[src/rtl/instr_encoder.sv]
// RV32 instruction encoder feeding an instruction-memory write port through a small FIFO.
// Optional macro INSTR_ENC_ILLEGAL_CHECK_EN drops illegal-funct3 requests and pulses err.
module instr_encoder #(
    parameter int DEPTH  = 4,
    parameter int ADDR_W = 10
) (
    input  logic                     clk,
    input  logic                     rst_n,
    input  logic                     clear,
    input  logic                     req_valid,
    output logic                     req_ready,
    input  logic [1:0]               req_kind,
    input  logic [2:0]               funct3,
    input  logic                     funct7_b5,
    input  logic [4:0]               rd,
    input  logic [4:0]               rs1,
    input  logic [4:0]               rs2,
    input  logic [11:0]              imm,
    output logic                     wr_en,
    output logic [ADDR_W-1:0]        wr_addr,
    output logic [31:0]              wr_data,
    input  logic                     wr_ready,
    output logic [$clog2(DEPTH):0]   count,
    output logic                     err
);
    localparam int PW = $clog2(DEPTH);

    logic [31:0]   mem [DEPTH];
    logic [PW-1:0] wr_ptr, rd_ptr;
    logic [31:0]   word;
    logic          legal, accept, push, pop;

    always_comb begin
        word = '0;
        case (req_kind)
            2'b00:   word = {1'b0, funct7_b5, 5'b0, rs2, rs1, funct3, rd, 7'b0110011};
            2'b01:   word = {imm, rs1, funct3, rd, 7'b0000011};
            2'b10:   word = {imm[11:5], rs2, rs1, funct3, imm[4:0], 7'b0100011};
            default: word = {imm[11], imm[9:4], rs2, rs1, funct3, imm[3:0], imm[10], 7'b1100011};
        endcase
    end

`ifdef INSTR_ENC_ILLEGAL_CHECK_EN
    always_comb begin
        legal = 1'b1;
        case (req_kind)
            2'b00:   legal = !funct7_b5 || funct3 == 3'b000 || funct3 == 3'b101;
            2'b01:   legal = funct3 inside {3'b000, 3'b001, 3'b010, 3'b100, 3'b101};
            2'b10:   legal = funct3 inside {3'b000, 3'b001, 3'b010};
            default: legal = funct3 != 3'b010 && funct3 != 3'b011;
        endcase
    end

    // An illegal request still handshakes; it is reported one cycle later instead of queued.
    always_ff @(posedge clk or negedge rst_n) begin
        if (!rst_n) err <= 1'b0;
        else        err <= accept && !legal;
    end
`else
    assign legal = 1'b1;
    assign err   = 1'b0;
`endif

    assign req_ready = count != (PW+1)'(DEPTH);
    assign wr_en     = count != '0;
    assign wr_data   = wr_en ? mem[rd_ptr] : '0;
    assign accept    = req_valid && req_ready && !clear;
    assign push      = accept && legal;
    assign pop       = wr_en && wr_ready && !clear;

    always_ff @(posedge clk or negedge rst_n) begin
        if (!rst_n) begin
            wr_ptr  <= '0;
            rd_ptr  <= '0;
            count   <= '0;
            wr_addr <= '0;
        end else if (clear) begin
            wr_ptr  <= '0;
            rd_ptr  <= '0;
            count   <= '0;
            wr_addr <= '0;
        end else begin
            if (push) wr_ptr <= wr_ptr + 1'b1;
            if (pop) begin
                rd_ptr  <= rd_ptr + 1'b1;
                wr_addr <= wr_addr + ADDR_W'(4);
            end
            count <= count + (PW+1)'(push) - (PW+1)'(pop);
        end
    end

    // Storage needs no reset: the head is masked to zero whenever the FIFO is empty.
    always_ff @(posedge clk) begin
        if (push) mem[wr_ptr] <= word;
    end
endmodule

[config.mk]
export PLATFORM = sky130hd
export DESIGN_NAME = instr_encoder
export DESIGN_NICKNAME = d
export VERILOG_FILES = /design/src/rtl/instr_encoder.sv
export SDC_FILE = /design/constraint.sdc
export NUM_CORES = 1
export LEC_CHECK = 0
export BUFFER_PORTS_ARGS = -buffer_cell sky130_fd_sc_hd__clkbuf_2
export CORE_ASPECT_RATIO = 1.5
export CORE_MARGIN = 4
export CORE_UTILIZATION = 45
export CTS_CLUSTER_SIZE = 10
export DETAILED_ROUTE_END_ITERATION = 12
export PLACE_DENSITY_LB_ADDON = 0.3
export SLEW_MARGIN = 10
export SYNTH_ARGS = -nofsm -noshare
export SYNTH_HDL_FRONTEND = slang
export SYNTH_SLANG_ARGS = --single-unit
[constraint.sdc]
create_clock -name clk -period 2.4 [get_ports clk]
set_input_delay 0.24 -clock clk [delete_from_list [all_inputs] [get_ports clk]]
set_output_delay 0.24 -clock clk [all_outputs]
set_load 0.02 [all_outputs]
==> summary.md, run 1 <==
| Metric | Value |
|---|---|
| Outcome | `completed` |
| Max-Slew Margin vs Limit | `66.8%` |
| DP Cell Count | `545` |
| Critical Path Sink Type | `register` |
| Root Buffer | `clkbuf_16` |
| Yosys top cell by area | `edfxtp_1` |
| End of the worst hold path | `mem[0][18]` |
| Total GRT Usage | `16.4%` |
| Slew Limit Fails | `0` |
| Vias | `3009` |
| Final antenna-violating net count | `0` |
| Non-Filler Instances | `577` |
| Most frequent cells in the layout | `edfxtp_1, clkbuf_2, nor2b_1` |
| Setup bufs post-CTS | `0` |
| Area contributors post-synth | `edfxtp_1, mux4_2, dfrtp_1, nor2b_1, ha_1` |
| Largest net degree at the start of global routing | `30` |
| Min Tclk post-route | `2.21 ns` |
| CTS buffer count | `17` |
| WHS | `0.0627 ns` |
| Layout cells sized above 1 | `37.2%` |
| Number of global-route vias before repair | `3283` |
| R2R Setup Slk | `0.19 ns` |
| Cell Area, Synth | `5410 sq um` |
| Detail-routed net length per standard cell | `18.5 microns` |
| CTS tree | `done` |
| Leakage power | `0.00246 uW` |
| Pwr per Cell Area | `1050 nW/um^2` |
| Clk slew on worst S/H paths | `0.05 ns` |
| Initial Util | `46.4%` |
| Clock Path Buffers | `2` |
| Die Area | `13900 sq um` |
| Syn Inst Count | `314` |
| Die H | `142 microns` |
| DRC | `0` |
| Inserted Diodes | `0` |
| R2R Path Start | `count[0]` |
| Drt first pass iters | `4` |
| Initial drt markers | `104` |
| Sequential cell area fraction in the yosys report | `69.1%` |
| Final worst path period share | `92.1%` |
| IO Port Bufs | `80` |
| Yosys cell types | `33` |
| Yosys Warn Count | `0` |
| Hold Startpoint | `rs1[3]` |
| Setup TNS | `0 ns` |
| Layout area overhead | `21.9%` |
| Fin Clk Skew | `0.00489 ns` |
| Worst Hold Depth | `1` |
| DP Area | `6040 sq um` |
| Io pins | `86` |
| Slew @ Worst Pin | `0.491 ns` |
| Number of H-tree levels | `4` |
| DRT Wirelength | `10700 microns` |
| Layout Nets | `461` |
| Maximum vdd drop | `0.000592 V` |
| Worst setup SP type | `register` |
| Top cell type's share of synthesized area | `62.2%` |
| Critical Path RT | `2.68 ns` |
| Worst-path fanout max | `5` |
| Commonest non-fill, non-tap cell in the layout | `edfxtp_1` |
| Gp weighted congestion | `0.774` |
| Final instance area | `6600 sq um` |
| Reg2Reg Depth | `10` |
| Initial antenna violation count | `0` |
| Clk sinks | `127` |
| Final setup viols | `0` |
| Syn Area/Cell | `17.2 sq um` |
| HP Class | `in -> reg` |
| Worst r2r dst | `count[2]` |
| First-pass GRT wire length | `17300 microns` |
| Die width | `97.5 microns` |
| Post-synthesis register bit count | `127` |
| Unrepaired setup endpoints after global routing | `false` |
| Fmax | `0.453 GHz` |
| DPL Wire Length | `7130 microns` |
| MaxCap Viol Count | `0` |
| Row count | `48` |
| Fin. Hold Viols | `0` |
| Worst-Skew Late Latency | `0.40 ns` |
| Crit path DAT | `2.49 ns` |
| GRT overflow | `0` |
| Vias per inst | `5.21` |
| Kind of critical path | `reg -> reg` |
| Core box area | `11700 sq um` |
==> report_power, final <==
group / internal (uW) / total, uW / switching (uW)
registers: 2560 / 2610 / 47.6
logic: 800 / 2010 / 1210
clock network: 1500 / 2330 / 830
total: 4860 / 6950 / 2090
==> registers in the layout, summed over array words and instances, names as in the netlist <==
register  cells
wr_ptr        2
rd_ptr        2
mem         112
count         3
wr_addr       8
==> cells in the mapped netlist <==
library cell  instances
o311ai_0              1
mux2i_1               7
buf_2                 7
a211oi_1              1
and2_1                5
clkbuf_1              8
nand4_1               2
xnor2_1               2
o21ai_0               5
o311ai_1              1
mux4_2               28
nor3b_1               1
inv_1                 9
nor2_1               14
a22o_1                3
nand2_1               5
o31ai_4               1
nand2b_1              1
buf_4                 7
a21oi_1              13
dfrtp_1              15
ha_1                  7
xor2_1                5
mux2_2                6
or4_1                 3
or3_1                 2
nor3_1                2
nand3_1               5
conb_1                1
nor2b_1              31
o31ai_1               3
edfxtp_1            112
fa_1                  1
==> per-layer routing <==
layer,vias to the layer above,GRT usage [%],share of wire [%]
li1,1405,-,-
met1,1526,19.0,40
met2,69,29.6,55
met3,9,4.51,3.9
met4,0,5.03,0.96
met5,-,0,0
==> cells by family (layout without fill, tap and decap cells) <==
kind of cell	Yosys count	count (layout)	synth area share, %
DFF	127	127	69.1
other	1	5	0.0693
xor gates and xnor gates	7	7	1.13
AOI/OAI and AO/OA	28	28	3.42
buffers and inverters	31	140	2.80
and+or+nand+nor	71	71	7.26
adders and majority gates	8	8	1.99
muxes	41	41	14.2
==> metrics by stage <==
step	setup slack, ns	total power, uW	utilization (%)
after floorplan	0.163	4030	-
after global placement	0.233	4670	51.9
after detailed placement	0.107	4700	51.9
after CTS	0.0858	7030	56.6
after global routing	0.0494	7280	56.6
final	0.190	6950	56.6
==> critical path, stage by stage (launching register included) <==
cell and delay (ns):
dfrtp_1 0.37, nor3b_1 0.41, nor3_2 0.14, inv_1 0.08, ha_1 0.22, inv_1 0.06, ha_1 0.15, inv_1 0.06
fa_1 0.38, xnor2_1 0.18, nor2_1 0.05
==> worst max path at each step <==
stage	startpoint	to	slack (ns)	cells after the start
floorplan	count[1]	count[2]	0.16	10
global placement	count[2]	count[2]	0.23	10
detailed placement	count[2]	count[2]	0.11	10
CTS	count[2]	count[2]	0.09	10
global route	count[0]	count[2]	0.05	10
finish	count[0]	count[2]	0.19	10
==> cell type report <==
class / count / area [sq um]
well taps: 150 / 188
multi-input cells: 160 / 1540
clock inverters: 10 / 96.3
fillers: 952 / 5060
flip-flops and latches: 127 / 3740
inverters: 9 / 33.8
clock buffers: 21 / 440
repair buffers: 100 / 553
==> what timing repair did <==
item | in CTS | in global routing
setup endpoints to repair | 0 | 1
hold endpoints to repair | 15 | 0
gates resized for setup | 0 | 1
hold buffers | 1 | 0
Note: power is estimated with default switching activity, not from simulation.
==> run 2: changes to the inputs <==
==> constraint.sdc (replaced) <==
create_clock -name clk -period 2.1 [get_ports clk]
set_input_delay 0.21 -clock clk [delete_from_list [all_inputs] [get_ports clk]]
set_output_delay 0.21 -clock clk [all_outputs]
set_load 0.02 [all_outputs]
==> summary.md, run 2 (synthesis results as in run 1) <==
| Metric | Value |
|---|---|
| Detail-routed net length per standard cell | `17.9 microns` |
| Vias | `3019` |
| Worst-path fanout max | `16` |
| Inserted Diodes | `0` |
| Clk slew on worst S/H paths | `0.06 ns` |
| R2R Path Start | `count[2]` |
| Layout cells sized above 1 | `40.8%` |
| Initial antenna violation count | `0` |
| DRC | `0` |
| Critical Path RT | `1.89 ns` |
| Layout area overhead | `25.3%` |
| Initial Util | `46.4%` |
| Initial drt markers | `149` |
| Crit-path cells | `buf_12 > mux4_2 > nor2b_1 > buf_4` |
| First-pass GRT wire length | `16600 microns` |
| Kind of critical path | `reg -> out` |
| Die H | `142 microns` |
| End of the worst hold path | `mem[0][16]` |
| Die width | `97.5 microns` |
| Reg2Reg Depth | `9` |
| Max-Slew Margin vs Limit | `65.0%` |
| Maximum vdd drop | `0.000737 V` |
| Biggest cell delay along the critical path | `0.50 ns` |
| CTS buffer count | `17` |
| Final antenna-violating net count | `0` |
| Fin. Hold Viols | `0` |
| Slew @ Worst Pin | `0.519 ns` |
| Io pins | `86` |
| Leakage power | `0.00251 uW` |
| Worst Hold Depth | `1` |
| Clock Path Buffers | `2` |
| Largest register by flop count | `mem` |
| IO Port Bufs | `80` |
| Root Buffer | `clkbuf_16` |
| Clk sinks | `127` |
| CTS tree | `done` |
| Combinational power share | `28.8%` |
| Number of global-route vias before repair | `3222` |
| DPL Wire Length | `6710 microns` |
| Largest net degree at the start of global routing | `29` |
| Worst r2r dst | `count[1]` |
| Crit path DAT | `1.85 ns` |
| P_int | `5820 uW` |
| Slew Limit Fails | `0` |
| Seq pwr share | `36.3%` |
| Core box area | `11700 sq um` |
| Vias per inst | `5.21` |
| Number of H-tree levels | `4` |
| Commonest non-fill, non-tap cell in the layout | `edfxtp_1` |
| R2R Setup Slk | `0.05 ns` |
| Final Util | `58.2%` |
| Max reg flops | `112` |
| Largest registers | `mem (112), wr_addr (8), count (3)` |
| GRT overflow | `0` |
| Row count | `48` |
| Fin Clk Skew | `0.00873 ns` |
| HP Class | `in -> reg` |
| Hold Startpoint | `rs1[1]` |
| DRT Wirelength | `10400 microns` |
| Unrepaired setup endpoints after global routing | `true` |
| DP Cell Count | `544` |
| Slowest library cell on the worst path | `mux4_2` |
| Setup TNS | `0 ns` |
| Outcome | `completed` |
| Final setup viols | `0` |
| Fmax | `0.486 GHz` |
| Most frequent cells in the layout | `edfxtp_1, clkbuf_2, nor2b_1` |
| Switching Fraction | `30.1%` |
| Gp weighted congestion | `0.742` |
| MaxCap Viol Count | `0` |
| Final worst path period share | `98.1%` |
| Switching power total | `2500 uW` |
| Total GRT Usage | `15.8%` |
| Pwr per Cell Area | `1230 nW/um^2` |
| Non-Filler Instances | `579` |
| Clock power share | `34.9%` |
| Die Area | `13900 sq um` |
| Drt first pass iters | `4` |
| Min Tclk post-route | `2.06 ns` |
| Critical Path Sink Type | `output port` |
| Worst setup SP type | `register` |
| Layout Nets | `462` |
| Worst-Skew Late Latency | `0.41 ns` |
## run 2: cell count changes in the layout (fill, tap and decap cells not counted), moves of 2 or more
| cell | before | now |
|---|---|---|
| buf_12 | 0 | 6 |
| buf_2 | 0 | 2 |
| clkbuf_1 | 4 | 0 |
| clkbuf_2 | 80 | 71 |
| clkinv_1 | 5 | 3 |
| clkinv_4 | 0 | 2 |
| clkinvlp_4 | 1 | 3 |
| dfrtp_1 | 14 | 11 |
| dfrtp_2 | 1 | 4 |
| inv_6 | 0 | 2 |
## run 2: how the worst max path moves through the flow
stage                    from         end  slack, ns  cells after the start
finish              rd_ptr[0]  wr_data[5]       0.04                      4
global route         count[2]    count[1]      -0.04                      9
CTS                 rd_ptr[0]  wr_data[5]     -0.001                      4
detailed placement   count[0]    count[1]       0.08                      9
global placement     count[0]    count[1]       0.11                      9
floorplan            count[1]    count[1]      -0.07                      8
## run 2: layout make-up
type | count | area, sq um
clock buffers | 17 | 425
clock inverters | 15 | 169
multi-input cells | 160 | 1560
repair buffers | 101 | 657
fillers | 931 | 4870
inverters | 9 | 33.8
well taps | 150 | 188
flip-flops and latches | 127 | 3740
## run 2: power by group through the flow
stage                     registers [uW]  clock network (uW)  logic (uW)
after global placement              3060                   0        2340
after global routing                3040                3060        2600
after CTS                           3020                2960        2370
after floorplan                     3090                   0        1520
after detailed placement            3070                   0        2360
final                               3020                2910        2400
## run 2: stage by stage
| step | setup WS (ns) | hold WS, ns | instance area [sq um] | power (uW) |
|---|---|---|---|---|
| floorplan | -0.0746 | -0.0856 | 5440 | 4610 |
| global placement | 0.105 | 0.146 | 6130 | 5400 |
| detailed placement | 0.0841 | 0.151 | 6130 | 5430 |
| CTS | -0.00132 | 0.00241 | 6730 | 8350 |
| global route | -0.0400 | 0.00197 | 6780 | 8690 |
| finish | 0.0408 | 0.0261 | 6780 | 8320 |
## run 2: critical path, delay by kind of cell (launching register included)
| kind | cells | cell delay, ns |
|---|---|---|
| muxes | 1 | 0.50 |
| DFF | 1 | 0.41 |
| buffers and inverters | 2 | 0.36 |
| and+or+nand+nor | 1 | 0.16 |
## run 2: per-layer routing
| layer | GRT usage (%) | share of wire [%] | vias up |
|---|---|---|---|
| met5 | 0 | 0 | - |
| met4 | 6.93 | 1.5 | 0 |
| met3 | 4.32 | 4.3 | 13 |
| met2 | 28.0 | 54 | 84 |
| met1 | 18.0 | 40 | 1516 |
| li1 | - | - | 1406 |
## run 2: repair_timing
action / 4_1_cts / 5_1_grt
hold buffers: 1 / 0
pin swaps: 0 / 4
endpoints found under the setup margin: 1 / 28
gates resized for setup: 0 / 22
setup buffers: 0 / 2
endpoints found under the hold margin: 15 / 0
==> run 3: changes to the inputs <==
--- a/config.mk
+++ b/config.mk
@@ -11,7 +11,8 @@
 export CORE_UTILIZATION = 45
 export CTS_CLUSTER_SIZE = 10
 export DETAILED_ROUTE_END_ITERATION = 12
-export PLACE_DENSITY_LB_ADDON = 0.3
+export PLACE_DENSITY_LB_ADDON = 0.1
+export RECOVER_POWER = 50
 export SLEW_MARGIN = 10
 export SYNTH_ARGS = -nofsm -noshare
 export SYNTH_HDL_FRONTEND = slang
==> summary.md, run 3 (synthesis results as in run 1) <==
| Metric | Value |
|---|---|
| Initial Util | `46.4%` |
| Layout area overhead | `24.6%` |
| DPL Wire Length | `6710 microns` |
| CP Depth | `4` |
| Slowest library cell on the worst path | `mux4_2` |
| Layout Nets | `461` |
| Final setup viols | `0` |
| Io pins | `86` |
| Worst-path fanout max | `10` |
| MaxCap Viol Count | `0` |
| Vias | `3055` |
| Largest registers | `mem (112), wr_addr (8), count (3)` |
| Clock power share | `34.5%` |
| Die width | `97.5 microns` |
| Clk sinks | `127` |
| Crit path DAT | `1.86 ns` |
| Root Buffer | `clkbuf_16` |
| Fin. Hold Viols | `0` |
| Slew Limit Fails | `0` |
| DRT Wirelength | `10400 microns` |
| Setup TNS | `0 ns` |
| Place WS | `0.0942 ns` |
| Die Area | `13900 sq um` |
| Final worst path period share | `98.4%` |
| Row count | `48` |
| Final Util | `57.9%` |
| HP Class | `in -> reg` |
| Gp weighted congestion | `0.758` |
| Max-Slew Margin vs Limit | `46.1%` |
| Core box area | `11700 sq um` |
| Initial drt markers | `171` |
| GRT overflow | `0` |
| Total GRT Usage | `15.6%` |
| Clk slew on worst S/H paths | `0.05 ns` |
| Fin Clk Skew | `0.00770 ns` |
| IO Port Bufs | `80` |
| Worst-Skew Late Latency | `0.40 ns` |
| Outcome | `completed` |
| Switching Fraction | `29.4%` |
| Combinational power share | `28.9%` |
| Most frequent cells in the layout | `edfxtp_1, clkbuf_2, nor2b_1` |
| Biggest cell delay along the critical path | `0.49 ns` |
| Clock Path Buffers | `2` |
| Inserted Diodes | `0` |
| Commonest non-fill, non-tap cell in the layout | `edfxtp_1` |
| Initial antenna violation count | `0` |
| Final antenna-violating net count | `0` |
| CTS tree | `done` |
| Critical Path RT | `1.89 ns` |
| Kind of critical path | `reg -> out` |
| Crit-path cells | `clkbuf_16 > mux4_2 > nor2b_1 > buf_4` |
| Worst Hold Depth | `3` |
| Min Tclk post-route | `2.07 ns` |
| Detail-routed net length per standard cell | `18.0 microns` |
| Fmax | `0.484 GHz` |
| Leakage power | `0.00245 uW` |
| First-pass GRT wire length | `16400 microns` |
| P_int | `5830 uW` |
| Switching power total | `2430 uW` |
| Setup bufs post-CTS | `0` |
| Largest net degree at the start of global routing | `29` |
| Reg2Reg Depth | `9` |
| Critical Path Sink Type | `output port` |
| Drt first pass iters | `6` |
| Largest register by flop count | `mem` |
| Unrepaired setup endpoints after global routing | `true` |
| Number of global-route vias before repair | `3185` |
| Die H | `142 microns` |
| Worst setup SP type | `register` |
| Max reg flops | `112` |
| CTS buffer count | `17` |
| Seq pwr share | `36.6%` |
| Vias per inst | `5.29` |
| Slew @ Worst Pin | `0.809 ns` |
| Crit path max-delay family | `multiplexers` |
| Total power | `8250 uW` |
| Pwr per Cell Area | `1220 nW/um^2` |
| WP buf/inv | `2` |
| DRC | `0` |
| Maximum vdd drop | `0.000745 V` |
| Layout cells sized above 1 | `33.6%` |
| Number of H-tree levels | `4` |
| Setup ws final | `0.0344 ns` |
-- run 3: cell types whose count changed in the layout (fill, tap and decap cells not counted), sizes merged --
cell    before  now
clkbuf      88   91
clkinv       7    4
inv         11    9
buf         29   30
-- run 3: timing repair --
item,CTS,global route
hold buffers,1,0
endpoints found under the setup margin,4,21
hold endpoints to repair,15,0
gates resized for setup,1,24
cloned,0,1
-- run 3: layout make-up --
class	count	area (sq um)
inverter	9	33.8
timing repair buffer	100	636
clock inverter	10	139
clock buffer	22	444
tap	150	188
fill	982	4910
sequential	127	3740
multi-input combinational	160	1560
-- run 3: final timing paths --
path	slack, ns	from	endpoint
max	0.03	rd_ptr[0]	wr_data[9]
max reg2reg	0.09	count[0]	count[1]
max in group asynchronous	1.12	rst_n	count[1]
min reg2reg	0.56	wr_addr[9]	wr_addr[9]
min	0.07	req_valid	wr_ptr[1]
min in group asynchronous	0.42	rst_n	wr_addr[7]
-- run 3: stage by stage --
step                      instance area [sq um]  hold slack (ns)  std cells
final                                      6740           0.0704        578
after global routing                       6740           0.0554        578
after CTS                                  6710           0.0158        577
after detailed placement                   6110            0.152        544
after global placement                     6110            0.150        544
after floorplan                            5440          -0.0856        318
-- run 3: worst min-delay path: cells and delay by family --
| family | cells | cell delay, ns |
|---|---|---|
| buffers and inverters | 1 | 0.10 |
| and+or+nand+nor | 1 | 0.06 |
| AOI/OAI and AO/OA | 1 | 0.05 |
-- run 3: routing by layer --
layer / vias to the layer above / track usage (%) / share of wire [%]
li1: 1400 / - / -
met1: 1564 / 18.2 / 41
met2: 81 / 27.8 / 54
met3: 10 / 4.27 / 4.3
met4: 0 / 5.25 / 1.2
met5: - / 0 / 0
-- run 3: power by group through the flow --
stage / registers (uW) / logic (uW) / clock network [uW]
after global placement: 3050 / 2330 / 0
final: 3020 / 2390 / 2850
after global routing: 3030 / 2590 / 3040
after CTS: 3020 / 2360 / 2910
after floorplan: 3090 / 1520 / 0
after detailed placement: 3060 / 2340 / 0
